`src/rtl/slice_add_sequencer_if.sv`:
```
// Request/response bundle for slice_add_sequencer.
// The ovf signal exists only when SLICE_ADD_OVF_EN is defined.
interface slice_add_sequencer_if #(
  parameter int unsigned WIDTH = 16
);
  logic             in_valid;
  logic             in_ready;
  logic [WIDTH-1:0] a;
  logic [WIDTH-1:0] b;
  logic             cin;
  logic             out_valid;
  logic             out_ready;
  logic [WIDTH-1:0] sum;
  logic             cout;
  logic             busy;
`ifdef SLICE_ADD_OVF_EN
  logic             ovf;

  modport master (
    output in_valid, a, b, cin, out_ready,
    input  in_ready, out_valid, sum, cout, busy, ovf
  );
  modport slave (
    input  in_valid, a, b, cin, out_ready,
    output in_ready, out_valid, sum, cout, busy, ovf
  );
`else
  modport master (
    output in_valid, a, b, cin, out_ready,
    input  in_ready, out_valid, sum, cout, busy
  );
  modport slave (
    input  in_valid, a, b, cin, out_ready,
    output in_ready, out_valid, sum, cout, busy
  );
`endif
endinterface

```
`src/rtl/slice_add_sequencer.sv`:
```
// Serial slice adder: adds WIDTH-bit operands SLICE bits per cycle, LSB slice first.
// Optional SLICE_ADD_OVF_EN adds a registered two's-complement overflow flag (ovf).
module slice_add_sequencer #(
  parameter int unsigned WIDTH = 16,
  parameter int unsigned SLICE = 4
) (
  input logic                  clk,
  input logic                  rst_n,
  slice_add_sequencer_if.slave bus
);

  localparam int unsigned NSLICE = WIDTH / SLICE;
  localparam int unsigned IDXW   = (NSLICE > 1) ? $clog2(NSLICE) : 1;

  typedef enum logic [1:0] {
    IDLE = 2'd0,
    RUN  = 2'd1,
    DONE = 2'd2
  } state_t;

  state_t             r_state;
  logic [IDXW-1:0]    r_idx;
  logic               r_carry;
  logic [WIDTH-1:0]   r_a;
  logic [WIDTH-1:0]   r_b;
  logic [WIDTH-1:0]   r_sum;
  logic               r_cout;
  logic               r_out_valid;
`ifdef SLICE_ADD_OVF_EN
  logic               r_ovf;
  logic               w_ovf;
`endif

  logic [SLICE-1:0]   w_a_slice;
  logic [SLICE-1:0]   w_b_slice;
  logic [SLICE:0]     w_slice_sum;
  logic [SLICE-1:0]   w_s;
  logic               w_c;
  logic               w_last;

  // Select the operand slices addressed by the current index
  always_comb begin
    w_a_slice = '0;
    w_b_slice = '0;
    for (int i = 0; i < int'(NSLICE); i++) begin
      if (IDXW'(i) == r_idx) begin
        w_a_slice = r_a[i*SLICE +: SLICE];
        w_b_slice = r_b[i*SLICE +: SLICE];
      end
    end
  end

  assign w_slice_sum = {1'b0, w_a_slice} + {1'b0, w_b_slice} + {{SLICE{1'b0}}, r_carry};
  assign w_s         = w_slice_sum[SLICE-1:0];
  assign w_c         = w_slice_sum[SLICE];
  assign w_last      = (r_idx == IDXW'(NSLICE - 1));

`ifdef SLICE_ADD_OVF_EN
  // Carry into the MSB is recovered from the MSB sum bit and its operand bits
  assign w_ovf = w_c ^ (w_a_slice[SLICE-1] ^ w_b_slice[SLICE-1] ^ w_s[SLICE-1]);
`endif

  always_ff @(posedge clk) begin
    if (!rst_n) begin
      r_state     <= IDLE;
      r_idx       <= '0;
      r_carry     <= 1'b0;
      r_a         <= '0;
      r_b         <= '0;
      r_sum       <= '0;
      r_cout      <= 1'b0;
      r_out_valid <= 1'b0;
`ifdef SLICE_ADD_OVF_EN
      r_ovf       <= 1'b0;
`endif
    end else begin
      unique case (r_state)
        IDLE: begin
          if (bus.in_valid) begin
            r_a     <= bus.a;
            r_b     <= bus.b;
            r_carry <= bus.cin;
            r_idx   <= '0;
            r_sum   <= '0;
            r_state <= RUN;
          end
        end
        RUN: begin
          for (int i = 0; i < int'(NSLICE); i++) begin
            if (IDXW'(i) == r_idx) begin
              r_sum[i*SLICE +: SLICE] <= w_s;
            end
          end
          r_carry <= w_c;
          if (w_last) begin
            r_cout      <= w_c;
            r_out_valid <= 1'b1;
            r_state     <= DONE;
`ifdef SLICE_ADD_OVF_EN
            r_ovf       <= w_ovf;
`endif
          end else begin
            r_idx <= r_idx + IDXW'(1);
          end
        end
        DONE: begin
          if (bus.out_ready) begin
            r_out_valid <= 1'b0;
            r_state     <= IDLE;
          end
        end
        default: r_state <= IDLE;
      endcase
    end
  end

  assign bus.in_ready  = (r_state == IDLE) && rst_n;
  assign bus.busy      = (r_state != IDLE);
  assign bus.out_valid = r_out_valid;
  assign bus.sum       = r_sum;
  assign bus.cout      = r_cout;
`ifdef SLICE_ADD_OVF_EN
  assign bus.ovf       = r_ovf;
`endif

endmodule

```
`src/flat_wrapper.sv`:
```
// flat-port wrapper written by rule: the top's interface ports become plain ports
module slice_add_sequencer_flat 
#(
  parameter int unsigned WIDTH = 16,
  parameter int unsigned SLICE = 4
)
  (clk, rst_n, bus_in_valid, bus_a, bus_b, bus_cin, bus_out_ready, bus_in_ready, bus_out_valid, bus_sum, bus_cout, bus_busy);
  slice_add_sequencer_if #(.WIDTH(WIDTH)) bus_i ();
  input logic clk;
  input logic rst_n;
  input wire logic [$bits(bus_i.in_valid)-1:0] bus_in_valid;
  input wire logic [$bits(bus_i.a)-1:0] bus_a;
  input wire logic [$bits(bus_i.b)-1:0] bus_b;
  input wire logic [$bits(bus_i.cin)-1:0] bus_cin;
  input wire logic [$bits(bus_i.out_ready)-1:0] bus_out_ready;
  output wire logic [$bits(bus_i.in_ready)-1:0] bus_in_ready;
  output wire logic [$bits(bus_i.out_valid)-1:0] bus_out_valid;
  output wire logic [$bits(bus_i.sum)-1:0] bus_sum;
  output wire logic [$bits(bus_i.cout)-1:0] bus_cout;
  output wire logic [$bits(bus_i.busy)-1:0] bus_busy;
  assign bus_i.in_valid = bus_in_valid;
  assign bus_i.a = bus_a;
  assign bus_i.b = bus_b;
  assign bus_i.cin = bus_cin;
  assign bus_i.out_ready = bus_out_ready;
  assign bus_in_ready = bus_i.in_ready;
  assign bus_out_valid = bus_i.out_valid;
  assign bus_sum = bus_i.sum;
  assign bus_cout = bus_i.cout;
  assign bus_busy = bus_i.busy;
  slice_add_sequencer #(.WIDTH(WIDTH), .SLICE(SLICE)) u_core (.clk(clk), .rst_n(rst_n), .bus(bus_i));
endmodule
```
`config.mk`:
```
export PLATFORM = sky130hd
export DESIGN_NAME = slice_add_sequencer_flat
export DESIGN_NICKNAME = d
export VERILOG_FILES = /design/src/rtl/slice_add_sequencer_if.sv /design/src/rtl/slice_add_sequencer.sv /design/src/flat_wrapper.sv
export SDC_FILE = /design/constraint.sdc
export NUM_CORES = 1
export LEC_CHECK = 0
export ABC_AREA = 1
export BUFFER_PORTS_ARGS = -buffer_cell sky130_fd_sc_hd__buf_4
export CAP_MARGIN = 10
export CORE_ASPECT_RATIO = 1.2
export CORE_MARGIN = 2
export CORE_UTILIZATION = 50
export CTS_BUF_LIST = sky130_fd_sc_hd__clkbuf_4 sky130_fd_sc_hd__clkbuf_8 sky130_fd_sc_hd__clkbuf_16
export DETAILED_ROUTE_END_ITERATION = 7
export GPL_TIMING_DRIVEN = 0
export PLACE_DENSITY_LB_ADDON = 0.1
export SLEW_MARGIN = 20
export SYNTH_ARGS = -nofsm -noshare
export SYNTH_HDL_FRONTEND = slang
export SYNTH_SLANG_ARGS = --single-unit
export TNS_END_PERCENT = 50
```
`constraint.sdc`:
```
create_clock -name clk -period 2.75 [get_ports clk]
set_input_delay 0.4125 -clock clk [delete_from_list [all_inputs] [get_ports clk]]
set_output_delay 0.4125 -clock clk [all_outputs]
set_load 0.05 [all_outputs]
```
; Word level (Yosys, flattened, before mapping)
; Cells that the tools add are included.
[op_classes]
eq_ne = 14
n_addsub = 3
n_mux = 26
reduce_logical = 16
[op_table]
columns = operator, n
row1 = $mux W4, 12
row2 = $pmux W16 S2, 1
row3 = $reduce_and A3 Y1, 7
row4 = $mux W16, 1
row5 = $mux W2, 5
row6 = $ne A2 B1 Y1 const B, 5
row7 = $ne A2 B2 Y1 const B, 3
row8 = $pmux W2 S3, 1
row9 = $reduce_and A2 Y1, 3
row10 = $reduce_bool A2 Y1, 3
row11 = $add A4 B4 Y5, 1
row12 = $add A5 B1 Y5, 1
row13 = $eq A2 B2 Y1 const A, 2
row14 = $eq A2 B2 Y1 const B, 2
row15 = $logic_not A2 Y1, 2
row16 = $pmux W1 S2, 2
row17 = $pmux W2 S2, 1
row18 = $mux W1, 3
row19 = $add A2 B1 Y2 const B, 1
row20 = $eq A1 B2 Y1 const A, 1
row21 = $eq A2 B1 Y1 const B, 1
row22 = $logic_and A1 B1 Y1, 1
[totals]
in_bits = 37
word_cells = 70
reg_bits = 55

; Logic depth before layout (Yosys ltp)
; Gate-level depths: netlist of run 1.
[depth]
depth_word = 9
mapped_depth = 18

; Least setup slack after synthesis of run 1
; Ideal clock, no wire load.
[synth_timing]
path_kind = reg-to-reg
start = register u_core.r_idx[0]
end = register u_core.r_sum[10] (netlist: u_core.bus.sum[10])
path_slack_ps = 261
arrival_ps = 2363
path_buffers = 1
period_less_slack_ps = 2489
stages_incl_launch_ff = 14
path_cell_list = dfxtp_1 inv_1 ha_1 buf_2 inv_2 o21ai_0 o21ai_0 o21ai_0 fa_1 fa_1 inv_1 a21oi_1 o21ai_1 a21oi_1
[synth_between]
elab_chain_cells = 9
[synth_lines]
columns = element, line
row1 = start: declaration, slice_add_sequencer.sv:22  ; logic [IDXW-1:0] r_idx;
row2 = start signal: assignment, slice_add_sequencer.sv:103  ; r_idx <= r_idx + IDXW'(1);
row3 = $logic_not A2 Y1, slice_add_sequencer.sv:46  ; if (IDXW'(i) == r_idx) begin
row4 = $mux W4 (4 in series), slice_add_sequencer.sv:46
row5 = $add A4 B4 Y5, slice_add_sequencer.sv:53  ; assign w_slice_sum = {1'b0, w_a_slice} + {1'b0, w_b_slice} + {{SLICE{1'b0}}, r_carry};
row6 = $add A5 B1 Y5, slice_add_sequencer.sv:53
row7 = $mux W4, slice_add_sequencer.sv:90  ; if (IDXW'(i) == r_idx) begin
row8 = $pmux W16 S2, slice_add_sequencer.sv:77  ; unique case (r_state)
row9 = end signal: indexed assignment, slice_add_sequencer.sv:91  ; r_sum[i*SLICE +: SLICE] <= w_s;
row10 = end: declaration, slice_add_sequencer.sv:26  ; logic [WIDTH-1:0] r_sum;
; Several ways; a longest one is shown, not always the timed one. The select of a mux whose other input is x is not followed.
; A chain may end at the register's enable or synchronous reset.

; Worst setup path after layout of run 1
[layout_timing]
start = register u_core.r_idx[1]
end = register u_core.r_carry
[layout_between]
elab_chain_cells = 8
[layout_lines]
columns = element, line
row1 = $logic_not A2 Y1, slice_add_sequencer.sv:46
row2 = $mux W4 (4 in series), slice_add_sequencer.sv:46
row3 = $add A4 B4 Y5 *, slice_add_sequencer.sv:53
row4 = $add A5 B1 Y5 *, slice_add_sequencer.sv:53
row5 = $pmux W1 S2 *, slice_add_sequencer.sv:77
row6 = end signal: assignment, slice_add_sequencer.sv:82  ; r_carry <= bus.cin;
row7 = end signal: assignment, slice_add_sequencer.sv:94  ; r_carry <= w_c;
row8 = end: declaration, slice_add_sequencer.sv:23  ; logic r_carry;
; Mark *: on every way between the ends. The rest lies on a longest branch, timed or not.

==> results of run 1 <==
-- flip-flops by register name, summed over array words and instances, names as in the netlist --
signal                cells
u_core.bus.cout           1
u_core.bus.out_valid      1
u_core.bus.sum           16
u_core.r_a               16
u_core.r_b               16
u_core.r_carry            1
u_core.r_idx              2
u_core.r_state            2
-- cell type report --
| type | count | area share [%] |
|---|---|---|
| buffer | 17 | 3.87 |
| clock buffer | 6 | 2.56 |
| clock inverter | 2 | 1.08 |
| inverter | 24 | 3.21 |
| multi-input combinational | 235 | 38.5 |
| sequential | 55 | 34.3 |
| tap | 60 | 2.32 |
| timing repair buffer | 61 | 14.2 |
-- metrics by stage --
| step | total power, mW | setup slack [ps] |
|---|---|---|
| 3_3_place_gp | 1.40 | -59.8 |
| 3_5_place_dp | 1.41 | -128 |
| 5_1_grt | 2.07 | 2.53 |
| 2_1_floorplan | 1.26 | 261 |
| 6_report | 1.96 | 198 |
| 4_1_cts | 1.96 | 10.4 |
-- routing by layer --
layer / wire length (um) / vias up / GRT usage, %
li1: - / 1214 / -
met1: 2320 / 1027 / 22.3
met4: 112 / 0 / 8.04
met3: 265 / 8 / 3.68
met5: 0 / - / 0
met2: 2980 / 52 / 39.2
-- report_power, final --
| part | total, mW | switching [mW] | internal [mW] |
|---|---|---|---|
| clock network | 0.556 | 0.261 | 0.295 |
| logic | 0.508 | 0.313 | 0.195 |
| registers | 0.901 | 0.0384 | 0.863 |
| total | 1.96 | 0.612 | 1.35 |
-- kinds of logic (layout without fill, tap and decap cells) --
family / count (synthesis) / after routing / share of synthesized area [%]
simple gates: 129 / 129 / 21.4
compound gates: 97 / 97 / 21.6
flops: 55 / 55 / 43.3
buf+inv: 41 / 110 / 8.62
fa+ha+maj: 9 / 9 / 5.02
-- cell usage in the layout (no fill, tap or decap), types with 2 or more instances in the layout --
cell type	n
fa_2	2
nand2_4	4
buf_4	63
a21oi_1	29
inv_2	7
buf_2	5
nor2_1	88
clkbuf_8	6
inv_1	11
clkinv_1	2
dfxtp_4	2
nand2_2	2
buf_1	2
clkinv_4	2
o21ai_1	28
o21ai_2	3
nand3_1	9
clkbuf_1	3
nand2_1	24
ha_1	6
o21ai_4	3
clkinv_2	2
o211ai_1	3
buf_8	2
dfxtp_1	53
o21ai_0	28
-- synth_stat cells (all sizes together) --
cell type,count,area share (%)
a21oi,30,6.1
ha,7,3.4
nor2,89,13
buf,13,4.2
nand3,10,2.5
clkinv,4,0.84
o211ai,4,1.4
dfxtp,55,43
o31ai,1,0.30
fa,2,1.6
clkbuf,4,0.64
nand2,30,5.8
inv,20,3.0
o21ai,62,14
-- worst max-delay path: cells and delay by family (launching register included) --
kind | cells | cell delay (ps)
fa+ha+maj | 3 | 960
compound gates | 3 | 260
buf+inv | 4 | 370
simple gates | 8 | 510
flops | 1 | 380
-- worst min-delay path by stage --
stage                                   endpoint  slack (ps)
2_1_floorplan        u_core.r_b[12]$_SDFFE_PN0P_         450
3_3_place_gp   u_core.bus.out_valid$_SDFFE_PN0P_         460
3_5_place_dp   u_core.bus.out_valid$_SDFFE_PN0P_         460
4_1_cts               u_core.r_a[3]$_SDFFE_PN0P_         320
5_1_grt               u_core.r_a[6]$_SDFFE_PN0P_         330
6_report              u_core.r_a[3]$_SDFFE_PN0P_         320
-- what timing repair did --
| action | CTS | global route |
|---|---|---|
| endpoints found under the setup margin | 10 | 10 |
| setup buffers | 0 | 5 |
| gates resized for setup | 7 | 13 |
| hold buffers | 0 | 0 |
| pin swaps | 0 | 2 |
==> impl_metrics.ini, run 1 <==
[placement]
dpl_cell_area_um2 = 3040
hpwl_um = 4340
gp_congestion = 0.849
dp.cells = 447
io_buffers = 56

[route]
wl_per_cell_um = 12.3
wirelength_um = 5680
viasPerCell = 5.00
drc = 0
first_iter_violations = 90
first_pass_iters = 4
num_vias = 2301
drtAntennaViolNets = 0

[setup_path]
startpoint_type = register
r2r_start = u_core.r_idx[1]$_SDFFE_PN0P_
critPathCapture = u_core.r_carry$_SDFFE_PN0P_
worst_r2r_path_depth = 18
crit_start = u_core.r_idx[1]$_SDFFE_PN0P_
worst-path-max-fanout = 10
arrival_ps = 2810
critPathKind = reg2reg
required_ps = 3000
worstSetupEndpointType = register
path_common_cell = nand2_1
reg2reg_slack_ps = 200
crit_path_max_incr_delay_ps = 420
crit_path_cell_trace = inv_1 > ha_4 > inv_4 > buf_6 > nand3_1 > nand2_1 > o21ai_0 > nand2_1 > o21ai_1 > fa_2 > fa_2 > inv_2 > nand2_1 > nand2_1 > a21oi_1 > nand2_1 > nand2_1 > nor2_1
r2r_end = u_core.r_carry$_SDFFE_PN0P_
cpMaxStageDelayCell = fa_2

[grt]
grt_pass1_vias = 2031
antenna_found_initial = 0
grt_start_max_net_pins = 17
track_usage_pct = 20.4
grt_pass1_wl_um = 9110
grt_overflow = 0

[final_layout]
final_layout_size_suffix_gt1_share_pct = 28.2
utilization_pct = 65.9
fillers = 454
nets = 445
diodes = 0
area_growth_pct = 27.2
multiInputGateArea_um2 = 1240
instances_no_fill = 460
register_area_um2 = 1110
fin_area_um2 = 3230

[timing]
fin_setup_tns_ps = 0
min_period_ps = 2550
fmax_mhz = 392
rsz0062_at_grt = no
worstMarginPinSlew_ps = 395
report.final.hold_viol_count = 0
max_slew_margin_pct = 73.7
hold_ws_ps = 322
finalSetupViolations = 0
slew_viol_final = 0
period_share_pct = 92.8
skew_ps = 8.95

[hold_path]
hold_class = in2reg
hold_path_startpoint = bus_a[3]
hold_depth = 3

[synth]
netlist_area_um2 = 2540
syn_inst = 331
synth-seq-cells = 55
yosysWarningCount = 0
postSynthNetCount = 377
seq_area_frac_synth_pct = 43.3
syn_area_per_cell_um2 = 7.67
synth_cell_type_count = 31

[job]
drv_cap = 0

[power]
power_density_nw_per_um2 = 608
p_leak_nw = 1.51
peakVddDrop_uv = 339

[die]
core_um2 = 4900
rows = 28
io_pins = 57
die_x_um = 69.1
dieHeight_um = 82.1
die_area_um2 = 5670
initial_core_util_pct = 51.8

[cts]
clk_pin_slew_worst_paths_ps = 100
cts_max_path_buffers = 2
cts-root-buf = clkbuf_8
cts_max_level = 2
cts_tree = built
clock_latency_ps = 310
cts_buffers = 5
clkSinkCount = 55

[outcome]
status = complete, no violations
Power figures use the tool's default switching activity.
==> inputs of run 2 (changes only) <==
--- a/config.mk
+++ b/config.mk
@@ -5,12 +5,13 @@
 export SDC_FILE = /design/constraint.sdc
 export NUM_CORES = 1
 export LEC_CHECK = 0
-export ABC_AREA = 1
 export BUFFER_PORTS_ARGS = -buffer_cell sky130_fd_sc_hd__buf_4
 export CAP_MARGIN = 10
+export CELL_PAD_IN_SITES_DETAIL_PLACEMENT = 2
+export CELL_PAD_IN_SITES_GLOBAL_PLACEMENT = 2
 export CORE_ASPECT_RATIO = 1.2
 export CORE_MARGIN = 2
-export CORE_UTILIZATION = 50
+export CORE_UTILIZATION = 32
 export CTS_BUF_LIST = sky130_fd_sc_hd__clkbuf_4 sky130_fd_sc_hd__clkbuf_8 sky130_fd_sc_hd__clkbuf_16
 export DETAILED_ROUTE_END_ITERATION = 7
 export GPL_TIMING_DRIVEN = 0
==> run 2 against run 1 <==
  * Cell area is 11% higher
  * Register-to-register slack lost 100 ps
  * Global-route usage down 2.5 points
  * Flip-flop and latch count unchanged
  * Sequential share of layout area down 3.6 points
  * Clock skew down 3.1 ps
  * Clock-buffer cell count is the same
  * Core utilization shrank 22 points
  * Highest routed layer unchanged
==> impl_metrics.ini, run 2 <==
[setup_path]
worst_r2r_path_depth = 13
startpoint_type = register
cpMaxStageDelayCell = dfxtp_2
crit_path_cell_trace = inv_1 > ha_1 > buf_6 > buf_12 > a21oi_1 > o21ai_2 > a22oi_1 > fa_2 > fa_2 > inv_1 > a21o_1 > a21oi_1 > o22ai_1
critPathKind = reg2reg
r2r_start = u_core.r_idx[1]$_SDFFE_PN0P_
required_ps = 2950
worst-path-max-fanout = 10
r2r_end = u_core.r_carry$_SDFFE_PN0P_
crit_buf_inv = 4
crit_path_max_incr_delay_ps = 370
reg2reg_slack_ps = 100
arrival_ps = 2850
worstSetupEndpointType = register
path_delay_family = compound AO/OA/AOI/OAI gates
crit_start = u_core.r_idx[1]$_SDFFE_PN0P_

[cts]
clk_pin_slew_worst_paths_ps = 100
cts_max_path_buffers = 2
cts_max_level = 2
cts_tree = built
holdBufCountCts = 0
cts_buffers = 5
clock_latency_ps = 310
cts-root-buf = clkbuf_8
clkSinkCount = 55

[die]
dieHeight_um = 105
die_area_um2 = 9300
core_um2 = 8200
die_x_um = 88.4
rows = 36
io_pins = 57
initial_core_util_pct = 33.3

[synth]
yosysMostFrequentCell = nand2_1
yosys.area.top_type_share_pct = 40.3
synth_edf_count = 0
syn_area_per_cell_um2 = 8.68
postSynthNetCount = 361
synth-seq-cells = 55
yosysTopAreaCell = dfxtp_1
yosysWarningCount = 0
synth-main-ff-cell = dfxtp_1
syn_inst = 315
netlist_area_um2 = 2730
netlist_top_cells_area = dfxtp_1, a21boi_2, nand2_1
async_flop_share_pct = 0
seq_area_frac_synth_pct = 40.3
synth_top_cells_by_count = nand2_1, dfxtp_1, a21boi_2, o21ai_0, nor2b_1
synth_cell_type_count = 30

[power]
p_leak_nw = 1.43
p_int_mw = 1.21
comb_power_share_pct = 24.4
p_sw_uw = 523
pwr-share-clk_pct = 25.8
power_density_nw_per_um2 = 481
power_frac_seq_pct = 49.8
switching_share_pct = 30.2
peakVddDrop_uv = 212

[grt]
track_usage_pct = 17.9
grt_pass1_vias = 2562
grt_start_max_net_pins = 15
antenna_found_initial = 0
grt_pass1_wl_um = 12900
grt_overflow = 0

[route]
viasPerCell = 4.86
wirelength_um = 8160
first_pass_iters = 4
wl_per_cell_um = 16.2
num_vias = 2445
drtAntennaViolNets = 0
drc = 0
first_iter_violations = 42

[timing]
report.final.hold_viol_count = 0
period_share_pct = 96.5
max_slew_margin_pct = 66.0
min_period_ps = 2650
fin_setup_tns_ps = 0
slew_viol_final = 0
skew_ps = 5.82
worstMarginPinSlew_ps = 511
finalSetupViolations = 0
fmax_mhz = 377

[hold_path]
hold_path_startpoint = bus_b[2]
min_to = u_core.r_b[2]$_SDFFE_PN0P_
hold_class = in2reg
hold_depth = 3

[final_layout]
area_growth_pct = 31.6
nets = 436
final_layout_size_suffix_gt1_share_pct = 37.3
diodes = 0
fillers = 933
layout_commonest_cell = nand2_1
fin_area_um2 = 3600
final_cell_mix = nand2_1, buf_4, dfxtp_1

[outcome]
status = complete, no violations

[placement]
io_buffers = 55
hpwl_um = 5840
gp_congestion = 0.712
dpl_cell_area_um2 = 3290

[job]
drv_cap = 0
-- run 2: changes by cell type after synthesis, moves of 9 or more --
cell	change
a21boi_2	+30
a21oi_1	-16
mux2i_1	+12
nand2_1	+65
nand3_1	-9
nor2_1	-81
nor2b_1	+14
o21ai_0	-12
o21ai_1	-26
-- run 2: metrics by stage --
stage	total power [mW]	worst slack, ps	util, %	cells	hold slack (ps)
2_1_floorplan	1.11	165	-	315	444
3_3_place_gp	1.23	-529	40.1	484	449
3_5_place_dp	1.24	-605	40.1	484	460
4_1_cts	1.70	1.60	41.8	492	345
5_1_grt	1.82	-42.9	43.9	503	344
6_report	1.73	95.3	43.9	503	349
-- run 2: final cells by class --
| type | instances | area, um^2 | share of cell area (%) |
|---|---|---|---|
| Clock buffer | 6 | 76.3 | 2.12 |
| Inverter | 11 | 45.0 | 1.25 |
| Timing Repair Buffer | 69 | 518 | 14.4 |
| Sequential cell | 55 | 1110 | 30.7 |
| Buffer | 19 | 146 | 4.07 |
| Multi-Input combinational cell | 229 | 1560 | 43.5 |
| Tap cell | 114 | 143 | 3.96 |
-- run 2: worst max path at each step --
stage | to | depth (start not counted) | slack, ps
4_1_cts | u_core.bus.sum[2]$_SDFFE_PN0P_ | 12 | 2
3_3_place_gp | u_core.bus.sum[6]$_SDFFE_PN0P_ | 13 | -530
5_1_grt | u_core.bus.sum[1]$_SDFFE_PN0P_ | 12 | -40
6_report | u_core.r_carry$_SDFFE_PN0P_ | 13 | 100
3_5_place_dp | u_core.bus.sum[2]$_SDFFE_PN0P_ | 13 | -600
2_1_floorplan | u_core.bus.sum[10]$_SDFFE_PN0P_ | 12 | 160
-- run 2: tightest hold or removal path: cells and delay by family --
kind | cells | cell delay [ps]
buf+inv | 1 | 110
compound gates | 1 | 40
simple gates | 1 | 60
-- run 2: per-layer routing --
layer | global-route usage [%] | up-vias | routed length (um)
met5 | 0 | - | 0
met4 | 4.76 | 0 | 138
met3 | 3.05 | 9 | 314
met2 | 31.0 | 43 | 4090
met1 | 22.6 | 1197 | 3620
li1 | - | 1196 | -
-- run 2: kinds of logic after synthesis --
logic type	Yosys count	synth area share [%]
adders and majority gates	9	4.67
AOI/OAI and AO/OA	86	25.2
DFF	55	40.3
xor gates and xnor gates	2	0.641
buffers and inverters	31	5.67
muxes	12	4.39
and+or+nand+nor	120	19.2
-- run 2: what timing repair did --
action	in CTS	in global routing
endpoints found under the setup margin	18	17
setup buffers	3	11
pin swaps	2	8
resized for setup	19	26
-- run 2: power by group through the flow --
stage / clock network [mW] / registers (mW) / logic (mW)
final: 0.446 / 0.861 / 0.422
after global routing: 0.487 / 0.867 / 0.464
after CTS: 0.459 / 0.861 / 0.380
after detailed placement: 0 / 0.879 / 0.362
after global placement: 0 / 0.877 / 0.352
after floorplan: 0 / 0.896 / 0.214
==> inputs of run 3 (changes only) <==
--- a/config.mk
+++ b/config.mk
@@ -9,7 +9,7 @@
 export CAP_MARGIN = 10
 export CELL_PAD_IN_SITES_DETAIL_PLACEMENT = 2
 export CELL_PAD_IN_SITES_GLOBAL_PLACEMENT = 2
-export CORE_ASPECT_RATIO = 1.2
+export CORE_ASPECT_RATIO = 1.75
 export CORE_MARGIN = 2
 export CORE_UTILIZATION = 32
 export CTS_BUF_LIST = sky130_fd_sc_hd__clkbuf_4 sky130_fd_sc_hd__clkbuf_8 sky130_fd_sc_hd__clkbuf_16
==> run 3 against run 2 <==
  * Critical path depth did not move
  * Sequential power is essentially flat
  * Clock skew is essentially flat
  * Cell area up 0.80%
  * Non-clock buffer count shrank 5
  * Clock power rose by 47%
  * Via count is 0.33% lower
  * Combinational power shrank 3%
  * Flip-flop and latch count unchanged
  * Register-to-register slack improved by 30 ps
  * Wire length fell by 0.56%
  * Critical path type unchanged
  * Critical endpoint is now u_core.bus.sum[15]$_SDFFE_PN0P_
==> impl_metrics.ini, run 3 (synthesis gave the netlist of run 2 again) <==
[setup_path]
arrival_ps = 2830
worstSetupEndpointType = register
critPathCapture = u_core.bus.sum[15]$_SDFFE_PN0P_
required_ps = 2960
startpoint_type = register
critPathKind = reg2reg
r2r_start = u_core.r_idx[0]$_SDFFE_PN0P_
crit_start = u_core.r_idx[0]$_SDFFE_PN0P_
reg2reg_slack_ps = 130
r2r_end = u_core.bus.sum[15]$_SDFFE_PN0P_
worst_r2r_path_depth = 13
worst-path-max-fanout = 10

[outcome]
status = complete, no violations

[grt]
grt_pass1_vias = 2686
grt_start_max_net_pins = 17
track_usage_pct = 18.6
grt_overflow = 0
grt_pass1_wl_um = 13300
antenna_found_initial = 0

[die]
die_x_um = 73.9
initial_core_util_pct = 32.9
io_pins = 57
core_um2 = 8310
dieHeight_um = 126
die_area_um2 = 9330
rows = 44

[timing]
report.final.hold_viol_count = 0
slew_viol_final = 0
max_slew_margin_pct = 60.4
finalSetupViolations = 0
hold_ws_ps = 363
period_share_pct = 95.4
fin_setup_tns_ps = 0
worstMarginPinSlew_ps = 593
skew_ps = 5.59
fmax_mhz = 381
min_period_ps = 2620

[route]
viasPerCell = 4.86
first_pass_iters = 4
drc = 0
first_iter_violations = 88
num_vias = 2437
drtAntennaViolNets = 0
wirelength_um = 8110
wl_per_cell_um = 16.2

[power]
p_leak_nw = 1.43
peakVddDrop_uv = 299
p_total_mw = 1.93
power_density_nw_per_um2 = 531

[cts]
cts-root-buf = clkbuf_16
holdBufCountCts = 0
clock_latency_ps = 300
clk_pin_slew_worst_paths_ps = 70
cts_max_path_buffers = 2
cts_tree = built
cts_max_level = 2
cts_buffers = 5
clkSinkCount = 55

[final_layout]
area_growth_pct = 32.7
nets = 431
final_cell_mix = nand2_1, buf_4, dfxtp_1
fin_area_um2 = 3630
layout_commonest_cell = nand2_1
multiInputGateArea_um2 = 1560
final_layout_size_suffix_gt1_share_pct = 36.0
diodes = 0
register_area_um2 = 1110
fillers = 962

[placement]
gp_congestion = 0.720
io_buffers = 55
dpl_cell_area_um2 = 3290
hpwl_um = 6030

[hold_path]
hold_class = in2reg

[job]
drv_cap = 0
[run 3: cell types whose count changed in the layout (fill, tap and decap cells not counted), sizes merged]
cell,change
clkinv,+1
clkbuf,+1
buf,-6
clkinvlp,+1
[run 3: worst min-delay path by stage]
stage	depth (start not counted)	slack, ps	start	end
CTS	3	350	bus_b[7]	u_core.r_b[7]$_SDFFE_PN0P_
detailed placement	2	470	u_core.r_b[0]$_SDFFE_PN0P_	u_core.r_b[0]$_SDFFE_PN0P_
finish	3	360	bus_b[7]	u_core.r_b[7]$_SDFFE_PN0P_
floorplan	2	440	u_core.r_a[0]$_SDFFE_PN0P_	u_core.r_a[0]$_SDFFE_PN0P_
global route	3	360	bus_b[9]	u_core.r_b[9]$_SDFFE_PN0P_
global placement	2	450	u_core.r_a[0]$_SDFFE_PN0P_	u_core.r_a[0]$_SDFFE_PN0P_
[run 3: timing repair]
item | 4_1_cts | 5_1_grt
endpoints found under the setup margin | 18 | 14
pin swaps | 3 | 3
setup buffers | 3 | 6
resized for setup | 22 | 18
cloned | 0 | 0
[run 3: layout make-up]
| cell class | count | share of cell area (%) |
|---|---|---|
| plain buffers | 19 | 3.79 |
| flip-flops and latches | 55 | 30.5 |
| inverters | 11 | 1.24 |
| clock inverters | 2 | 0.345 |
| multi-input cells | 229 | 42.9 |
| well taps | 115 | 3.97 |
| repair buffers | 64 | 13.6 |
| clock buffers | 6 | 3.66 |
[run 3: per-layer routing]
| layer | global-route usage, % | vias up | wire, um |
|---|---|---|---|
| li1 | - | 1182 | - |
| met1 | 20.2 | 1201 | 3100 |
| met2 | 33.9 | 43 | 4510 |
| met3 | 3.84 | 11 | 300 |
| met4 | 7.38 | 0 | 204 |
| met5 | 0 | - | 0 |
[run 3: stage by stage]
| step | worst slack, ps | util [%] | std cells |
|---|---|---|---|
| final | 128 | 43.6 | 501 |
| after global routing | -13.6 | 43.6 | 501 |
| after CTS | 21.6 | 42.2 | 495 |
| after detailed placement | -541 | 39.6 | 485 |
| after global placement | -440 | 39.6 | 485 |
| after floorplan | 165 | - | 315 |
[run 3: report_power, final]
group | total (mW) | switching (mW) | internal [mW]
sequential | 0.861 | 0.0251 | 0.836
combinational | 0.409 | 0.230 | 0.180
clock | 0.657 | 0.310 | 0.348
total | 1.93 | 0.564 | 1.36
[run 3: worst max-delay path, stage by stage, from the launching register on]
cell	delay [ps]
dfxtp_4	370
inv_1	100
ha_1	170
buf_6	160
clkinvlp_4	180
buf_4	180
o21a_1	160
a22o_1	240
ha_1	280
nand2_1	60
o21ai_1	150
xnor2_1	90
buf_4	150
o32ai_1	250
